**src/rtl/mem_req_to_apb_bridge_if.sv**
```systemverilog
// ---------------------------------------------------------------------------
// mem_req_to_apb_bridge_if
// Bundles the core-side req/gnt/rvalid memory port and the APB3 master port
// of the bridge into one interface.
//   slave  : bridge view (accepts core requests, drives the APB bus)
//   master : environment view (issues core requests, acts as APB completer)
// Signals:
//   req_i/gnt_o/addr_i/we_i/be_i/wdata_i   core request channel
//   rvalid_o/rdata_o/err_o                 core response channel
//   paddr/pwdata/pwrite/psel/penable       APB request (bridge -> bus)
//   prdata/pready/pslverr                  APB response (bus -> bridge)
// ---------------------------------------------------------------------------
interface mem_req_to_apb_bridge_if #(
  parameter int AW = 32,
  parameter int DW = 32
);
  logic            req_i;
  logic            gnt_o;
  logic [AW-1:0]   addr_i;
  logic            we_i;
  logic [DW/8-1:0] be_i;
  logic [DW-1:0]   wdata_i;
  logic            rvalid_o;
  logic [DW-1:0]   rdata_o;
  logic            err_o;

  logic [AW-1:0]   paddr;
  logic [DW-1:0]   pwdata;
  logic            pwrite;
  logic            psel;
  logic            penable;
  logic [DW-1:0]   prdata;
  logic            pready;
  logic            pslverr;

  modport slave (
    input  req_i, addr_i, we_i, be_i, wdata_i, prdata, pready, pslverr,
    output gnt_o, rvalid_o, rdata_o, err_o, paddr, pwdata, pwrite, psel, penable
  );

  modport master (
    output req_i, addr_i, we_i, be_i, wdata_i, prdata, pready, pslverr,
    input  gnt_o, rvalid_o, rdata_o, err_o, paddr, pwdata, pwrite, psel, penable
  );
endinterface

```
**src/rtl/mem_req_to_apb_bridge.sv**
```systemverilog
// ---------------------------------------------------------------------------
// mem_req_to_apb_bridge
// Converts single core req/gnt/rvalid memory accesses into APB3 master
// transfers, one outstanding transfer at a time. Requests outside the
// peripheral window, or writes with partial byte enables, are answered with
// an error response without touching APB. A stalled completer is aborted
// after TIMEOUT_CYCLES ACCESS cycles (0 disables the timeout).
// Ports:
//   clk  clock
//   rst  synchronous reset, active-high
//   bus  mem_req_to_apb_bridge_if.slave (core request/response + APB master)
// ---------------------------------------------------------------------------
module mem_req_to_apb_bridge #(
  parameter int          APB_ADDR_WIDTH = 32,
  parameter int          APB_DATA_WIDTH = 32,
  parameter logic [31:0] BASE_ADDR      = 32'h1A10_0000,
  parameter logic [31:0] WINDOW_SIZE    = 32'h0002_0000,
  parameter int          TIMEOUT_CYCLES = 256
) (
  input  logic                    clk,
  input  logic                    rst,
  mem_req_to_apb_bridge_if.slave  bus
);

  typedef enum logic [2:0] {IDLE, SETUP, ACCESS, RESP, RESP_ERR} state_t;

  // Window bounds carry one extra bit so BASE_ADDR+WINDOW_SIZE cannot wrap.
  localparam int                  AW1    = APB_ADDR_WIDTH + 1;
  localparam logic [AW1-1:0]      WIN_LO = AW1'(BASE_ADDR);
  localparam logic [AW1-1:0]      WIN_HI = AW1'(BASE_ADDR) + AW1'(WINDOW_SIZE);

  localparam int                  CW      = (TIMEOUT_CYCLES > 1) ? $clog2(TIMEOUT_CYCLES) : 1;
  localparam logic [CW-1:0]       TO_LAST = CW'(TIMEOUT_CYCLES - 1);

  state_t                         r_state;
  state_t                         w_next;

  logic [APB_ADDR_WIDTH-1:0]      r_paddr;
  logic [APB_DATA_WIDTH-1:0]      r_pwdata;
  logic                           r_pwrite;
  logic [APB_DATA_WIDTH-1:0]      r_rdata;
  logic                           r_err;
  logic [CW-1:0]                  r_cnt;

  logic                           w_in_window;
  logic                           w_illegal;
  logic                           w_timeout;

  assign w_in_window = ({1'b0, bus.addr_i} >= WIN_LO) && ({1'b0, bus.addr_i} < WIN_HI);
  assign w_illegal   = !w_in_window || (bus.we_i && !(&bus.be_i));
  // pready in the final allowed cycle still completes normally.
  assign w_timeout   = (TIMEOUT_CYCLES != 0) && !bus.pready && (r_cnt == TO_LAST);

  // NOTE: sequential state uses non-blocking assignments so every register
  // samples pre-edge values regardless of process ordering.
  always_ff @(posedge clk) begin
    if (rst) r_state <= IDLE;
    else     r_state <= w_next;
  end

  always_comb begin
    // NOTE: default assignment first so no path leaves w_next unassigned,
    // which would otherwise infer a latch.
    w_next = r_state;
    unique case (r_state)
      IDLE:     if (bus.req_i) w_next = w_illegal ? RESP_ERR : SETUP;
      SETUP:    w_next = ACCESS;
      ACCESS:   if (bus.pready || w_timeout) w_next = RESP;
      RESP:     w_next = IDLE;
      RESP_ERR: w_next = IDLE;
      default:  w_next = IDLE;
    endcase
  end

  always_comb begin
    bus.gnt_o    = 1'b0;
    bus.psel     = 1'b0;
    bus.penable  = 1'b0;
    bus.rvalid_o = 1'b0;
    unique case (r_state)
      IDLE:     bus.gnt_o    = bus.req_i && !rst;
      SETUP:    bus.psel     = 1'b1;
      ACCESS: begin
        bus.psel    = 1'b1;
        bus.penable = 1'b1;
      end
      RESP:     bus.rvalid_o = 1'b1;
      RESP_ERR: bus.rvalid_o = 1'b1;
      default: ;
    endcase
  end

  // Request capture, response capture and the ACCESS wait counter.
  always_ff @(posedge clk) begin
    if (rst) begin
      r_paddr  <= '0;
      r_pwdata <= '0;
      r_pwrite <= 1'b0;
      r_rdata  <= '0;
      r_err    <= 1'b0;
      r_cnt    <= '0;
    end else begin
      unique case (r_state)
        IDLE: begin
          if (bus.req_i) begin
            r_paddr  <= {bus.addr_i[APB_ADDR_WIDTH-1:2], 2'b00};
            r_pwdata <= bus.wdata_i;
            r_pwrite <= bus.we_i;
            r_cnt    <= '0;
            if (w_illegal) begin
              r_rdata <= '0;
              r_err   <= 1'b1;
            end
          end
        end
        ACCESS: begin
          if (bus.pready) begin
            r_rdata <= r_pwrite ? '0 : bus.prdata;
            r_err   <= bus.pslverr;
          end else if (w_timeout) begin
            r_rdata <= '0;
            r_err   <= 1'b1;
          end else begin
            r_cnt   <= r_cnt + CW'(1);
          end
        end
        default: ;
      endcase
    end
  end

  assign bus.paddr   = r_paddr;
  assign bus.pwdata  = r_pwdata;
  assign bus.pwrite  = r_pwrite;
  assign bus.rdata_o = r_rdata;
  assign bus.err_o   = r_err;

endmodule

```
**src/flat_wrapper.sv**
```systemverilog
// flat-port wrapper written by rule: the top's interface ports become plain ports
module mem_req_to_apb_bridge_flat 
#(
  parameter int          APB_ADDR_WIDTH = 32,
  parameter int          APB_DATA_WIDTH = 32,
  parameter logic [31:0] BASE_ADDR      = 32'h1A10_0000,
  parameter logic [31:0] WINDOW_SIZE    = 32'h0002_0000,
  parameter int          TIMEOUT_CYCLES = 256
)
  (clk, rst, bus_req_i, bus_addr_i, bus_we_i, bus_be_i, bus_wdata_i, bus_prdata, bus_pready, bus_pslverr, bus_gnt_o, bus_rvalid_o, bus_rdata_o, bus_err_o, bus_paddr, bus_pwdata, bus_pwrite, bus_psel, bus_penable);
  mem_req_to_apb_bridge_if #(.AW(32), .DW(32)) bus_i ();
  input  logic clk;
  input  logic rst;
  input wire logic [$bits(bus_i.req_i)-1:0] bus_req_i;
  input wire logic [$bits(bus_i.addr_i)-1:0] bus_addr_i;
  input wire logic [$bits(bus_i.we_i)-1:0] bus_we_i;
  input wire logic [$bits(bus_i.be_i)-1:0] bus_be_i;
  input wire logic [$bits(bus_i.wdata_i)-1:0] bus_wdata_i;
  input wire logic [$bits(bus_i.prdata)-1:0] bus_prdata;
  input wire logic [$bits(bus_i.pready)-1:0] bus_pready;
  input wire logic [$bits(bus_i.pslverr)-1:0] bus_pslverr;
  output wire logic [$bits(bus_i.gnt_o)-1:0] bus_gnt_o;
  output wire logic [$bits(bus_i.rvalid_o)-1:0] bus_rvalid_o;
  output wire logic [$bits(bus_i.rdata_o)-1:0] bus_rdata_o;
  output wire logic [$bits(bus_i.err_o)-1:0] bus_err_o;
  output wire logic [$bits(bus_i.paddr)-1:0] bus_paddr;
  output wire logic [$bits(bus_i.pwdata)-1:0] bus_pwdata;
  output wire logic [$bits(bus_i.pwrite)-1:0] bus_pwrite;
  output wire logic [$bits(bus_i.psel)-1:0] bus_psel;
  output wire logic [$bits(bus_i.penable)-1:0] bus_penable;
  assign bus_i.req_i = bus_req_i;
  assign bus_i.addr_i = bus_addr_i;
  assign bus_i.we_i = bus_we_i;
  assign bus_i.be_i = bus_be_i;
  assign bus_i.wdata_i = bus_wdata_i;
  assign bus_i.prdata = bus_prdata;
  assign bus_i.pready = bus_pready;
  assign bus_i.pslverr = bus_pslverr;
  assign bus_gnt_o = bus_i.gnt_o;
  assign bus_rvalid_o = bus_i.rvalid_o;
  assign bus_rdata_o = bus_i.rdata_o;
  assign bus_err_o = bus_i.err_o;
  assign bus_paddr = bus_i.paddr;
  assign bus_pwdata = bus_i.pwdata;
  assign bus_pwrite = bus_i.pwrite;
  assign bus_psel = bus_i.psel;
  assign bus_penable = bus_i.penable;
  mem_req_to_apb_bridge #(.APB_ADDR_WIDTH(APB_ADDR_WIDTH), .APB_DATA_WIDTH(APB_DATA_WIDTH), .BASE_ADDR(BASE_ADDR), .WINDOW_SIZE(WINDOW_SIZE), .TIMEOUT_CYCLES(TIMEOUT_CYCLES)) u_core (.clk(clk), .rst(rst), .bus(bus_i));
endmodule
```
**config.mk**
```make
export PLATFORM = sky130hd
export DESIGN_NAME = mem_req_to_apb_bridge_flat
export DESIGN_NICKNAME = d
export VERILOG_FILES = /design/src/rtl/mem_req_to_apb_bridge_if.sv /design/src/rtl/mem_req_to_apb_bridge.sv /design/src/flat_wrapper.sv
export SDC_FILE = /design/constraint.sdc
export NUM_CORES = 1
export LEC_CHECK = 0
export ABC_CLOCK_PERIOD_IN_PS = 1800
export CAP_MARGIN = 20
export CORE_AREA = 8 8 120 122
export DETAILED_ROUTE_END_ITERATION = 10
export DIE_AREA = 0 0 128 130
export PLACE_DENSITY = 0.74
export REMOVE_ABC_BUFFERS = 1
export SLEW_MARGIN = 20
export SYNTH_ARGS = -nofsm -noshare
export SYNTH_HDL_FRONTEND = slang
export SYNTH_SLANG_ARGS = --single-unit
```
**constraint.sdc**
```tcl
create_clock -name clk -period 1.8 [get_ports clk]
set_clock_uncertainty 0.05 [all_clocks]
set_input_delay 0.18 -clock clk [delete_from_list [all_inputs] [get_ports clk]]
set_output_delay 0.18 -clock clk [all_outputs]
set_load 0.05 [all_outputs]
```
==> key figures <==
Critical path
  • CP max stage delay: 0.85 ns
  • Worst EP arrival: 1.53 ns
  • Reg2reg end: u_core.bus.rdata_o[16]
  • R2R cell count: 5
  • Critical path, cell by cell: clkdlybuf4s50_1
  • Flop-to-flop setup slack: 0.13 ns
  • CP Max Fanout: 2
  • Critical path startpoint category: flip-flop
  • Buf/Inv on CP: 1
  • Delay-heaviest family, CP: buffers and inverters
  • Crit. End Element: output port
  • Crit path required time: 1.57 ns
  • CP max stage cell: clkdlybuf4s50_1
  • R2r startpoint: u_core.r_state[2]
  • WS Path Type: flip-flop to output port

GRT
  • GRT overflow: 0
  • Initial antenna violation count: 0
  • Largest net degree at the start of global routing: 102
  • Vias in the first global route: 4,472
  • Gr usage total: 17.35%
  • First-pass GRT wire length: 23,100 um

Logic synthesis
  • Mapped cell area: 4479 um2
  • Main synth FF type: dfxtp_1
  • Synth area leaders: dfxtp_1, a21oi_1, nand2_1
  • Synth area leader: dfxtp_1
  • Post-synth top cells: nand2_1, a21oi_1, dfxtp_1
  • Post-synthesis adder-cell area fraction: 0.2793%
  • Distinct cells, synth: 47
  • Synth Area in Compound Gates: 27.40%
  • FF+latch count, synth: 107
  • FFs w/ async S/R, synth: 0%
  • Cells after Synth: 509
  • Seq/Total Area, Yosys: 47.82%
  • Main combinational cell family by area after synthesis: compound AO/OA/AOI/OAI gates
  • Post-synth top area share: 47.82%
  • Syn. warnings: 0
  • XOR/XNOR Fraction of Synth Area: 0.9777%
  • Post-synthesis mux area share: 0.2235%
  • Post-synth EDFFs: 0
  • Synth Area in Simple Gates: 17.35%
  • Syn_area_per_cell: 8.800 um2
  • Count leader, synth: nand2_1

Floorplanning
  • Rows: 41
  • I/O pins: 208
  • Die Y: 130 um
  • Full die area: 16,640 um2
  • Die width: 128 um
  • Initial core utilization: 36.08%
  • Core ar.: 12,410 um2

Drt
  • Post-DRT Antenna Nets: 0
  • DRT Wirelength: 14,840 um
  • Pre-Repair DR Iteration Count: 5
  • First-iteration detailed-routing DRC count: 310
  • DRC Markers: 0
  • Via count: 4,446
  • Vias per std cell: 5.024
  • WL/cell: 16.77 um

Pwr
  • Combinational share of power: 19.9%
  • Clk network pwr share: 34.6%
  • Psw: 1.596 mW
  • Reg power frac: 45.6%
  • Power per cell area: 756.5 nW/um2
  • Max VDD drop: 0.4550 mV
  • Switching Fraction: 29.08%
  • Pwr Total: 5.488 mW
  • Leak: 2.668 nW
  • Internal power: 3.892 mW

STA
  • Max Clk Rate: 568.2 MHz
  • Worst Tran Pin Value: 0.5512 ns
  • Final setup fails: 0
  • TNS Setup: 0 ns
  • Hold slack final: 0.02411 ns
  • Fin crit share: 97.78%
  • Worst slew margin: 63.14%
  • Post-layout min period: 1.760 ns
  • RSZ-0062 raised after global routing: no
  • Worst Slack Setup Final: 0.04000 ns
  • Max-slew violations: 0
  • Hold Vio Cnt, Final: 0

Place
  • GP Congestion: 0.7400
  • Placed insts: 860
  • DP Worst Slack: -0.5493 ns
  • Port Buffers: 203
  • Detailed-placement wirelength estimate: 10,650 um
  • Placed Area: 6759 um2

Cells and area
  • Synthesis-to-finish area growth: 61.96%
  • Finished Layout Cells: 885
  • Finished layout cell area: 7254 um2
  • Final net count: 816
  • Share of cells above drive strength 1: 15.85%
  • Ant diodes: 0
  • Fin util: 58.44%

CTS
  • H-Tree Depth: 3
  • Clk slew on worst S/H paths: 0.07 ns
  • Largest buffer count on any clock path: 2
  • CTS tree: done
  • Clock Sinks: 107
  • Worst-Skew Late Latency: 0.35 ns
  • Root buffer cell: clkbuf_16
  • CTS hold repair buffers: 0
  • CTS buffer count: 9

Run
  • Max-cap viol count: 0

Min path
  • Hold EP: u_core.bus.paddr[28]
  • Hold WC Path Type: input pin to flip-flop
  • Hold path startpoint: bus_addr_i[28]
  • WHS Path Cells: 3

Status
  • Outcome: completed
==> cells by family after synthesis <==
family | count (synthesis)
muxes | 1
xor gates and xnor gates | 5
other | 1
and+or+nand+nor | 169
DFF | 107
AOI/OAI and AO/OA | 176
buffers and inverters | 49
adders and majority gates | 1
==> what timing repair did <==
action                                  CTS  global route
endpoints found under the setup margin   34            63
resized for setup                        27            14
cloned                                    4             0
setup buffers                             7             0
pin swaps                                 8             6
==> worst max path at each step <==
stage                                 from                     end  slack (ns)  depth (start not counted)
finish              u_core.bus.rdata_o[14]         bus_rdata_o[14]        0.04                          1
global route        u_core.bus.rdata_o[14]         bus_rdata_o[14]       0.003                          1
floorplan                u_core.r_state[0]         u_core.r_cnt[0]       -4.32                          3
detailed placement          bus_addr_i[24]  u_core.bus.rdata_o[20]       -0.55                          6
CTS                         bus_addr_i[29]   u_core.bus.rdata_o[3]       0.002                          8
global placement            bus_addr_i[24]  u_core.bus.rdata_o[20]       -0.50                          6
==> power by group through the flow <==
| stage | registers [mW] | clock network, mW | logic, mW |
|---|---|---|---|
| global route | 2.51 | 2.04 | 1.16 |
| detailed placement | 2.56 | 0 | 1.10 |
| floorplan | 2.85 | 0 | 0.228 |
| global placement | 2.55 | 0 | 1.08 |
| finish | 2.50 | 1.90 | 1.09 |
| CTS | 2.50 | 1.95 | 1.10 |
==> placed cells by master (no fill, tap or decap), types with 3 or more instances in the layout <==
cell type	n
a21oi_1	126
a311oi_1	4
dlymetal6s2s_1	7
nor2_1	8
nand4_1	5
dfxtp_1	106
buf_12	13
dlygate4sd2_1	8
clkbuf_16	9
clkdlybuf4s50_1	169
a311oi_2	29
buf_4	31
a41oi_1	5
nand2_1	129
xor2_1	3
clkbuf_2	3
==> registers in the layout (all words and copies together) (netlist names) <==
name	cells
u_core.bus.pwdata	32
u_core.bus.rdata_o	32
u_core.bus.paddr	30
u_core.r_cnt	8
u_core.r_state	3
u_core.bus.err_o	1
u_core.bus.pwrite	1
==> final cells by class <==
type	count	area, um2
Fill cell	1110	5160
Tap cell	172	215.2
Clock inverter	5	45.04
Sequential cell	107	2143
Clock buffer	10	239.0
Multi-Input combinational cell	354	2147
Timing Repair Buffer	236	2461
Inverter	1	3.754
==> metal layers <==
| layer | track usage, % | vias to the layer above | part of all wire [%] |
|---|---|---|---|
| li1 | - | 2196 | - |
| met1 | 19.33 | 2085 | 40 |
| met2 | 30.46 | 150 | 50 |
| met3 | 6.038 | 15 | 7.9 |
| met4 | 5.524 | 0 | 1.8 |
| met5 | 0 | - | 0 |
(Power assumes the default switching activity.)
